**src/rtl/gf180mcu_fd_sc_mcu9t5v0__pwr_pkg.sv**
```systemverilog
// Shared types and constants for the power-row sequencer.
package gf180mcu_fd_sc_mcu9t5v0__pwr_pkg;

  typedef enum logic [2:0] {
    ST_OFF,
    ST_RAMP_UP,
    ST_RESTORE,
    ST_ON,
    ST_ISO,
    ST_SAVE,
    ST_RAMP_DN
  } pwr_state_e;

  // A programmed dwell of zero behaves as this many cycles.
  localparam int unsigned DWELL_ZERO_SUB = 1;

endpackage

```
**src/rtl/gf180mcu_fd_sc_mcu9t5v0__pwr_dwell_cnt.sv**
```systemverilog
// Dwell timer: loads D-1 on start, counts down, ticks at zero and reloads.
module gf180mcu_fd_sc_mcu9t5v0__pwr_dwell_cnt #(
  parameter int W = 8
) (
  input  logic         clk,
  input  logic         rst,
  input  logic         start,
  input  logic [W-1:0] load_val,
  output logic         tick
);

  logic [W-1:0] cnt_q, cnt_d;
  logic [W-1:0] reload_q, reload_d;

  always_comb begin
    reload_d = reload_q;
    cnt_d    = cnt_q;
    if (start) begin
      reload_d = load_val;
      cnt_d    = load_val;
    end else if (cnt_q == '0) begin
      cnt_d = reload_q;
    end else begin
      cnt_d = cnt_q - 1'b1;
    end
  end

  always_ff @(posedge clk) begin
    if (rst) begin
      cnt_q    <= '0;
      reload_q <= '0;
    end else begin
      cnt_q    <= cnt_d;
      reload_q <= reload_d;
    end
  end

  assign tick = (cnt_q == '0);

endmodule

```
**src/rtl/gf180mcu_fd_sc_mcu9t5v0__pwr_row_seq.sv**
```systemverilog
// Power-row sequencer: row-by-row header switching with isolation and retention ordering.
//   state      | meaning
//   OFF        | all rows off, clamped, waiting for request
//   RAMP_UP    | enabling one more row every D cycles, then one extra dwell
//   RESTORE    | one-cycle retention restore, still clamped
//   ON         | fully powered, unclamped, acknowledged
//   ISO        | clamp asserted ahead of save
//   SAVE       | one-cycle retention save
//   RAMP_DN    | dropping one row every D cycles, top row first
module gf180mcu_fd_sc_mcu9t5v0__pwr_row_seq
  import gf180mcu_fd_sc_mcu9t5v0__pwr_pkg::*;
#(
  parameter int NROWS   = 8,
  parameter int DWELL_W = 8
) (
  input  logic               CLK,
  input  logic               RST,
  input  logic               PWR_REQ,
  input  logic [DWELL_W-1:0] DWELL,
  output logic               PWR_ACK,
  output logic               BUSY,
  output logic [NROWS-1:0]   SW_EN,
  output logic               ISO,
  output logic               SAVE,
  output logic               RESTORE
);

  localparam int RW = $clog2(NROWS);

  pwr_state_e         state_q, state_d;
  logic [RW-1:0]      row_q, row_d;
  logic [NROWS-1:0]   sw_en_q, sw_en_d;
  logic               req_q, req_d;
  logic               iso_q, iso_d;
  logic               ack_q, ack_d;
  logic               busy_q, busy_d;
  logic               save_q, save_d;
  logic               restore_q, restore_d;
  logic               cnt_start;
  logic               tick;
  logic [DWELL_W-1:0] dwell_m1;

  assign dwell_m1 = (DWELL == '0) ? DWELL_W'(DWELL_ZERO_SUB - 1) : DWELL - 1'b1;

  gf180mcu_fd_sc_mcu9t5v0__pwr_dwell_cnt #(.W(DWELL_W)) u_dwell_cnt (
    .clk      (CLK),
    .rst      (RST),
    .start    (cnt_start),
    .load_val (dwell_m1),
    .tick     (tick)
  );

  always_comb begin
    state_d   = state_q;
    row_d     = row_q;
    sw_en_d   = sw_en_q;
    cnt_start = 1'b0;
    req_d     = PWR_REQ;
    case (state_q)
      ST_OFF: begin
        if (req_q) begin
          state_d   = ST_RAMP_UP;
          sw_en_d   = NROWS'(1);
          row_d     = '0;
          cnt_start = 1'b1;
        end
      end
      ST_RAMP_UP: begin
        if (tick) begin
          if (row_q == RW'(NROWS - 1)) begin
            state_d = ST_RESTORE;
          end else begin
            row_d   = row_q + 1'b1;
            sw_en_d = {sw_en_q[NROWS-2:0], 1'b1};
          end
        end
      end
      ST_RESTORE: state_d = ST_ON;
      ST_ON: begin
        if (!req_q) state_d = ST_ISO;
      end
      ST_ISO:  state_d = ST_SAVE;
      ST_SAVE: begin
        state_d   = ST_RAMP_DN;
        sw_en_d   = sw_en_q >> 1;
        row_d     = RW'(NROWS - 1);
        cnt_start = 1'b1;
      end
      ST_RAMP_DN: begin
        if (tick) begin
          if (row_q == '0) begin
            state_d = ST_OFF;
          end else begin
            row_d   = row_q - 1'b1;
            sw_en_d = sw_en_q >> 1;
          end
        end
      end
      default: state_d = ST_OFF;
    endcase

    // Outputs are decoded from the next state so they register alongside it.
    iso_d     = (state_d != ST_ON);
    ack_d     = (state_d == ST_ON);
    busy_d    = (state_d != ST_ON) && (state_d != ST_OFF);
    save_d    = (state_d == ST_SAVE);
    restore_d = (state_d == ST_RESTORE);
  end

  always_ff @(posedge CLK) begin
    if (RST) begin
      state_q   <= ST_OFF;
      row_q     <= '0;
      sw_en_q   <= '0;
      req_q     <= 1'b0;
      iso_q     <= 1'b1;
      ack_q     <= 1'b0;
      busy_q    <= 1'b0;
      save_q    <= 1'b0;
      restore_q <= 1'b0;
    end else begin
      state_q   <= state_d;
      row_q     <= row_d;
      sw_en_q   <= sw_en_d;
      req_q     <= req_d;
      iso_q     <= iso_d;
      ack_q     <= ack_d;
      busy_q    <= busy_d;
      save_q    <= save_d;
      restore_q <= restore_d;
    end
  end

  assign SW_EN   = sw_en_q;
  assign ISO     = iso_q;
  assign PWR_ACK = ack_q;
  assign BUSY    = busy_q;
  assign SAVE    = save_q;
  assign RESTORE = restore_q;

endmodule

```
**config.mk**
```make
export PLATFORM = sky130hd
export DESIGN_NAME = gf180mcu_fd_sc_mcu9t5v0__pwr_row_seq
export DESIGN_NICKNAME = d
export VERILOG_FILES = /design/src/rtl/gf180mcu_fd_sc_mcu9t5v0__pwr_pkg.sv /design/src/rtl/gf180mcu_fd_sc_mcu9t5v0__pwr_dwell_cnt.sv /design/src/rtl/gf180mcu_fd_sc_mcu9t5v0__pwr_row_seq.sv
export SDC_FILE = /design/constraint.sdc
export NUM_CORES = 1
export LEC_CHECK = 0
export BUFFER_PORTS_ARGS = -buffer_cell sky130_fd_sc_hd__buf_2
export CAP_MARGIN = 20
export CELL_PAD_IN_SITES_DETAIL_PLACEMENT = 0
export CELL_PAD_IN_SITES_GLOBAL_PLACEMENT = 1
export CORE_MARGIN = 3
export CORE_UTILIZATION = 39
export DETAILED_ROUTE_END_ITERATION = 16
export HOLD_SLACK_MARGIN = 0.05
export PLACE_DENSITY = 0.72
export SYNTH_ARGS = -nofsm -noshare
export SYNTH_HDL_FRONTEND = slang
export SYNTH_HIERARCHICAL = 1
export SYNTH_SLANG_ARGS = --single-unit
```
**constraint.sdc**
```tcl
create_clock -name CLK -period 2.2 [get_ports CLK]
set_input_delay 0.22 -clock CLK [delete_from_list [all_inputs] [get_ports CLK]]
set_output_delay 0.22 -clock CLK [all_outputs]
set_load 0.05 [all_outputs]
```
==> summary.md, run 1 <==
| Metric | Value |
|---|---|
| Max Slew Vio Count | 0 |
| Core Util, Final | 0.4769 |
| CP required | approximately 2.4 ns |
| RePlAce Congestion | between 0.7 and 0.8 |
| Drt drc | 0 |
| Hold crit path type | primary input to register |
| Pre-CTS setup slack | approximately 0.014 ns |
| Crit Path Category | register to register |
| Core area | around 4900 um^2 |
| Final setup viols | 0 |
| Via-to-Cell Ratio | roughly 5.4 |
| Reg2reg end | row_q[0]$_SDFFE_PP0P_ |
| Pleak | between 0.8 and 0.9 nW |
| Crit path DAT | 2.19 ns |
| Crit end category | register |
| Synth Net Count | approximately 250 |
| Pwr/cell area | just under 1000 nW/um^2 |
| Die Area | ~6100 um^2 |
| FF+latch count, synth | 36 |
| R2r startpoint | u_dwell_cnt/cnt_q[1]$_SDFF_PP0_ |
| ANT cells | 0 |
| Post-synthesis cell count | approximately 230 |
| Top FF cell, synth | dfxtp_1 |
| TritonCTS buffer count | 5 |
| Initial core utilization | 0.4156 |
| Vias in the first global route | ~1500 |
| Post-DRT Antenna Nets | 0 |
| Hold depth | 2 |
| Via count | around 1700 |
| Die Ht | 78.12 um |
| Clock skew | roughly 0.0092 ns |
| Initial antenna violation count | 0 |
| Clk slew on worst S/H paths | about 0.080 ns |
| First-pass GRT wire length | approximately 7.3 mm |
| R2R cell count | 7 |
| Critical Path Start Type | register |
| Hold EP | req_q$_SDFF_PP0_ |
| Congestion Overflow GR | 0 |
| Total track usage | 0.1519 |
| Area of the multi-input gates | roughly 1200 um^2 |
| Fraction of layout instances using a drive strength above 1 | 0.2287 |
| Clk_lat worst skew | about 0.30 ns |
| Min-Delay Startpoint | PWR_REQ |
| Largest net degree at the start of global routing | 32 |
| Filler cell count | just under 500 |
| H-tree Lvls | 2 |
| Syn Std Cell Area | ~2000 um^2 |
| Register area share after synthesis | 0.3553 |
| Hold Fails Final Rpt | 0 |
| Worst-Margin Slew | around 0.53 ns |
| Commonest non-fill, non-tap cell in the layout | dfxtp_1 |
| Dpl hpwl | ~3.0 mm |
| Run status | finished clean |
| Die X | 78.12 um |
| Total Wirelength | 4.341 mm |
| Syn-to-layout area delta | 14.74% |
| Final worst slack | 0.1760 ns |
| Period minus WS final | approximately 2 ns |
| Slew HR | 0.6459 |
| Ys async rst share | 0 |
| CTS sink cnt | 36 |
| Post-synth EDFFs | 0 |
| Port-buffer cells | 23 |
| Fmax | between 400 and 500 MHz |
| Routed wire per std cell | ~13 um |
| Syn avg cell area | 8.668 um^2 |
| Ports | 24 |
| Maximum vdd drop | ~0.00035 V |
| Total power | about 2.2 mW |
| R2R setup slack | roughly 0.18 ns |
| Post-CTS Hold Fix Bufs | 0 |
| Period utilization | 0.9200 |
| Crit-path max FO | 10 |
| Post-synth cell types | 53 |
| Nets | between 200 and 300 |
| Clk buf depth | 2 |
| Sequential Area | slightly above 700 um^2 |
| CTS tree | yes |
| Row count | 25 |
| Synth Warn # | 6 |
| Root buf cell | clkbuf_8 |
| # Max-Cap Violations | 0 |
| Most frequent cells in the layout | dfxtp_1, buf_2, nor2_1 |
| TritonRoute pass-1 iters | 4 |
| DR iter-0 viols | 87 |
power by group:
part	total (mW)	switching [mW]	internal [mW]	leakage, nW
sequential	0.866	0.108	0.758	0.296
clock	0.474	0.249	0.225	0.0414
combinational	0.904	0.478	0.426	0.551
total	2.24	0.835	1.41	0.888
layer usage:
metal / global-route usage / routed length, um
met5: 0 / 0
met4: 0.05769 / 79
met3: 0.03440 / 183
met2: 0.2217 / 1813
met1: 0.2163 / 2265
how the worst max path moves through the flow:
stage	to	cells past startpoint	from	slack, ns
6_report	row_q[0]$_SDFFE_PP0P_	7	u_dwell_cnt/cnt_q[1]$_SDFF_PP0_	0.18
5_1_grt	RESTORE$_SDFF_PP0_	9	u_dwell_cnt/cnt_q[1]$_SDFF_PP0_	-0.01
4_1_cts	RESTORE$_SDFF_PP0_	8	u_dwell_cnt/cnt_q[0]$_SDFF_PP0_	0.02
3_5_place_dp	u_dwell_cnt/cnt_q[7]$_SDFF_PP0_	7	DWELL[0]	0.01
3_3_place_gp	RESTORE$_SDFF_PP0_	8	u_dwell_cnt/cnt_q[0]$_SDFF_PP0_	0.1
2_1_floorplan	row_q[0]$_SDFFE_PP0P_	6	u_dwell_cnt/cnt_q[4]$_SDFF_PP0_	0.04
cells in the mapped netlist (all sizes together) (4+ instances only):
master / number / area (um^2)
and3: 4 / 30.03
nor4: 11 / 68.82
nor2b: 4 / 32.53
inv: 9 / 33.78
nand2b: 10 / 62.56
xnor2: 4 / 35.03
o31ai: 4 / 30.03
buf: 9 / 73.82
or4: 5 / 41.29
nand2: 15 / 56.30
nor3: 7 / 46.30
a32oi: 7 / 61.31
o22ai: 5 / 31.28
mux2i: 7 / 70.07
dfxtp: 36 / 720.7
xor2: 4 / 35.03
a211oi: 11 / 87.58
a21oi: 16 / 80.08
clkbuf: 10 / 57.56
nor2: 19 / 71.32
o21ai: 4 / 20.02
flip-flops by register name, indices dropped and copies added, names as in the netlist:
register,count
row_q,3
ISO,1
state_q,3
SAVE,1
SW_EN,8
u_dwell_cnt/reload_q,8
PWR_ACK,1
RESTORE,1
BUSY,1
u_dwell_cnt/cnt_q,8
req_q,1
metrics by stage:
stage	instances	TNS (ns)	instance area, um^2	hold WS [ns]
floorplan	234	0	2036	0.3482
global placement	315	0	2193	0.4367
detailed placement	315	0	2193	0.4335
CTS	323	0	2282	0.1467
global route	325	-0.01174	2327	0.1567
finish	325	0	2327	0.1558
timing repair:
action | in CTS | in global routing
buffers inserted | 0 | 2
gates resized for setup | 0 | 9
endpoints found under the setup margin | 0 | 12
cell type report:
cell class	instances	area share
tap	67	0.03602
sequential	36	0.3108
timing repair buffer	35	0.09516
inverter	9	0.01452
clock buffer	6	0.03118
clock inverter	2	0.006989
multi-input combinational	170	0.5054
cells by family after synthesis:
kind of cell,count (synthesis),share of synthesized area
mux,7,0.03455
flops,36,0.3553
xor+xnor,8,0.03454
compound gates,61,0.2128
simple gates,90,0.2529
fa+ha+maj,4,0.02838
buf+inv,28,0.08143
worst max-delay path: stages, from the launching register on:
cell and delay, ns:
dfxtp_2 0.34, inv_1 0.08, ha_2 0.18, or2b_4 0.29
nor3_4 0.27, and3_4 0.23, or3_1 0.36, a311oi_2 0.15
(Power assumes the default switching activity.)
==> run 2: changes to the inputs <==
- BUFFER_PORTS_ARGS: -buffer_cell sky130_fd_sc_hd__buf_2 -> -buffer_cell sky130_fd_sc_hd__buf_4
==> run 2 against run 1 <==
Effect of this change:
- non-clock buffer count grew 1
- setup slack lost 0.031 ns
- cell count grew 0.31%
- maximum frequency shrank 1.5%
- wire length grew 3.7%
- sequential power is essentially flat
- via count grew 0.11%
- total power grew 6.5%
- hold slack lost 0.021 ns
- clock skew is essentially flat
- sequential share of layout area shrank 1.2 points
==> summary.md, run 2 (synthesis gave the netlist of run 1 again) <==
| Metric | Value |
|---|---|
| Drt drc | 0 |
| CP required | 2.36 ns |
| TritonRoute pass-1 iters | 4 |
| Core area | around 4900 um^2 |
| Pwr/cell area | ~990 nW/um^2 |
| Post-CTS Hold Fix Bufs | 0 |
| Clk buf depth | 2 |
| Via-to-Cell Ratio | 5.365 |
| H-tree Lvls | 2 |
| ANT cells | 0 |
| Most frequent cells in the layout | dfxtp_1, buf_4, nor2_1 |
| Crit Path Category | register to register |
| Reg power frac | 0.361 |
| Die Area | about 6000 um^2 |
| CTS resizes | 0 |
| Die Ht | between 70 and 80 um |
| Port-buffer cells | 23 |
| TritonCTS buffer count | 5 |
| Clock share of power | 0.268 |
| Clk slew on worst S/H paths | about 0.080 ns |
| # Max-Cap Violations | 0 |
| Initial antenna violation count | 0 |
| Psw | 0.8244 mW |
| Period utilization | 0.9340 |
| Clk_lat worst skew | slightly below 0.3 ns |
| CTS tree | yes |
| Routed wire per std cell | ~14 um |
| Clock skew | ~0.009 ns |
| Hold Fails Final Rpt | 0 |
| Run status | finished clean |
| Pleak | slightly above 0.9 nW |
| RSZ-0062 raised after global routing | true |
| Die X | ~80 um |
| RePlAce Congestion | a little under 0.8 |
| Crit-path max FO | 6 |
| Design area | between 2000 and 2500 um^2 |
| Root buf cell | clkbuf_8 |
| Syn-to-layout area delta | 18.88% |
| Post-CTS setup buffers | 0 |
| Dpl hpwl | roughly 3.1 mm |
| Filler cell count | approximately 520 |
| Congestion Overflow GR | 0 |
| Worst-Margin Slew | approximately 0.51 ns |
| Crit path DAT | approximately 2.2 ns |
| Crit end category | register |
| CTS sink cnt | 36 |
| Total Wirelength | between 4 and 5 mm |
| Final setup viols | 0 |
| Final hold slack | between 0.1 and 0.15 ns |
| Ports | 24 |
| Sequential Area | around 720 um^2 |
| First-pass GRT wire length | 7.976 mm |
| DP Cell Count | 318 |
| Max Slew Vio Count | 0 |
| Post-DP Area | around 2300 um^2 |
| Initial core utilization | 0.4156 |
| Vias in the first global route | about 1700 |
| DR iter-0 viols | 70 |
| Post-DRT Antenna Nets | 0 |
| Nets | approximately 270 |
| Total track usage | 0.1600 |
| Net switching fraction of the power | 0.3449 |
| P_int | between 1.5 and 2 mW |
| Largest net degree at the start of global routing | 38 |
| Via count | 1749 |
| Fraction of layout instances using a drive strength above 1 | 0.2239 |
| Row count | 25 |
| Critical Path Start Type | register |
| Final Non-Filler Cells | 326 |
| Slew HR | 0.6604 |
| Combinational power share | 0.371 |
| Fmax | about 490 MHz |
| Hold crit path type | primary input to register |
| Maximum vdd drop | 0.0003936 V |
| Area of the multi-input gates | between 1000 and 1500 um^2 |
| Period minus WS final | about 2.1 ns |
## run 2: power by group through the flow
| stage | Sequential [mW] | Clock, mW | Combinational [mW] |
|---|---|---|---|
| 2_1_floorplan | 0.920 | 0 | 0.617 |
| 3_3_place_gp | 0.875 | 0 | 0.868 |
| 3_5_place_dp | 0.875 | 0 | 0.868 |
| 4_1_cts | 0.860 | 0.660 | 0.873 |
| 5_1_grt | 0.882 | 0.688 | 0.975 |
| 6_report | 0.863 | 0.641 | 0.886 |
## run 2: area by class of cell
type	count	share of cell area
Clock buffer	7	0.03996
Clock inverter	1	0.01245
Inverter	9	0.01401
Multi-Input combinational cell	170	0.4878
Sequential cell	36	0.2989
Tap cell	67	0.03477
Timing Repair Buffer	36	0.1121
## run 2: critical path, stage by stage, from the launching register on
cell	delay [ns]
dfxtp_1	0.34
inv_1	0.11
ha_1	0.19
or2b_2	0.35
nor3_4	0.24
nor4b_4	0.34
nand2_1	0.11
a21oi_2	0.19
nor4_2	0.06
## run 2: per-layer routing
metal | part of all wire | vias up | track usage
met5 | 0 | - | 0
met4 | 0.0080 | 0 | 0.05944
met3 | 0.043 | 2 | 0.03784
met2 | 0.42 | 39 | 0.2303
met1 | 0.53 | 795 | 0.2302
li1 | - | 913 | -
## run 2: stage by stage
stage          setup WS, ns   TNS, ns  power (mW)    util
4_1_cts             0.03764         0       2.393  0.4892
3_5_place_dp        0.01593         0       1.743  0.4633
5_1_grt            -0.01543  -0.01543       2.545  0.4941
2_1_floorplan       0.03745         0       1.537       -
6_report             0.1451         0       2.390  0.4941
3_3_place_gp         0.1141         0       1.743  0.4633
## run 2: worst paths after layout
| kind | endpoint | slack, ns | startpoint | cells past startpoint |
|---|---|---|---|---|
| max | RESTORE$_SDFF_PP0_ | 0.15 | u_dwell_cnt/cnt_q[0]$_SDFF_PP0_ | 8 |
| min | req_q$_SDFF_PP0_ | 0.13 | PWR_REQ | 2 |
| max reg2reg | RESTORE$_SDFF_PP0_ | 0.15 | u_dwell_cnt/cnt_q[0]$_SDFF_PP0_ | 8 |
| min reg2reg | u_dwell_cnt/reload_q[1]$_SDFFE_PP0P_ | 0.48 | u_dwell_cnt/reload_q[1]$_SDFFE_PP0P_ | 2 |
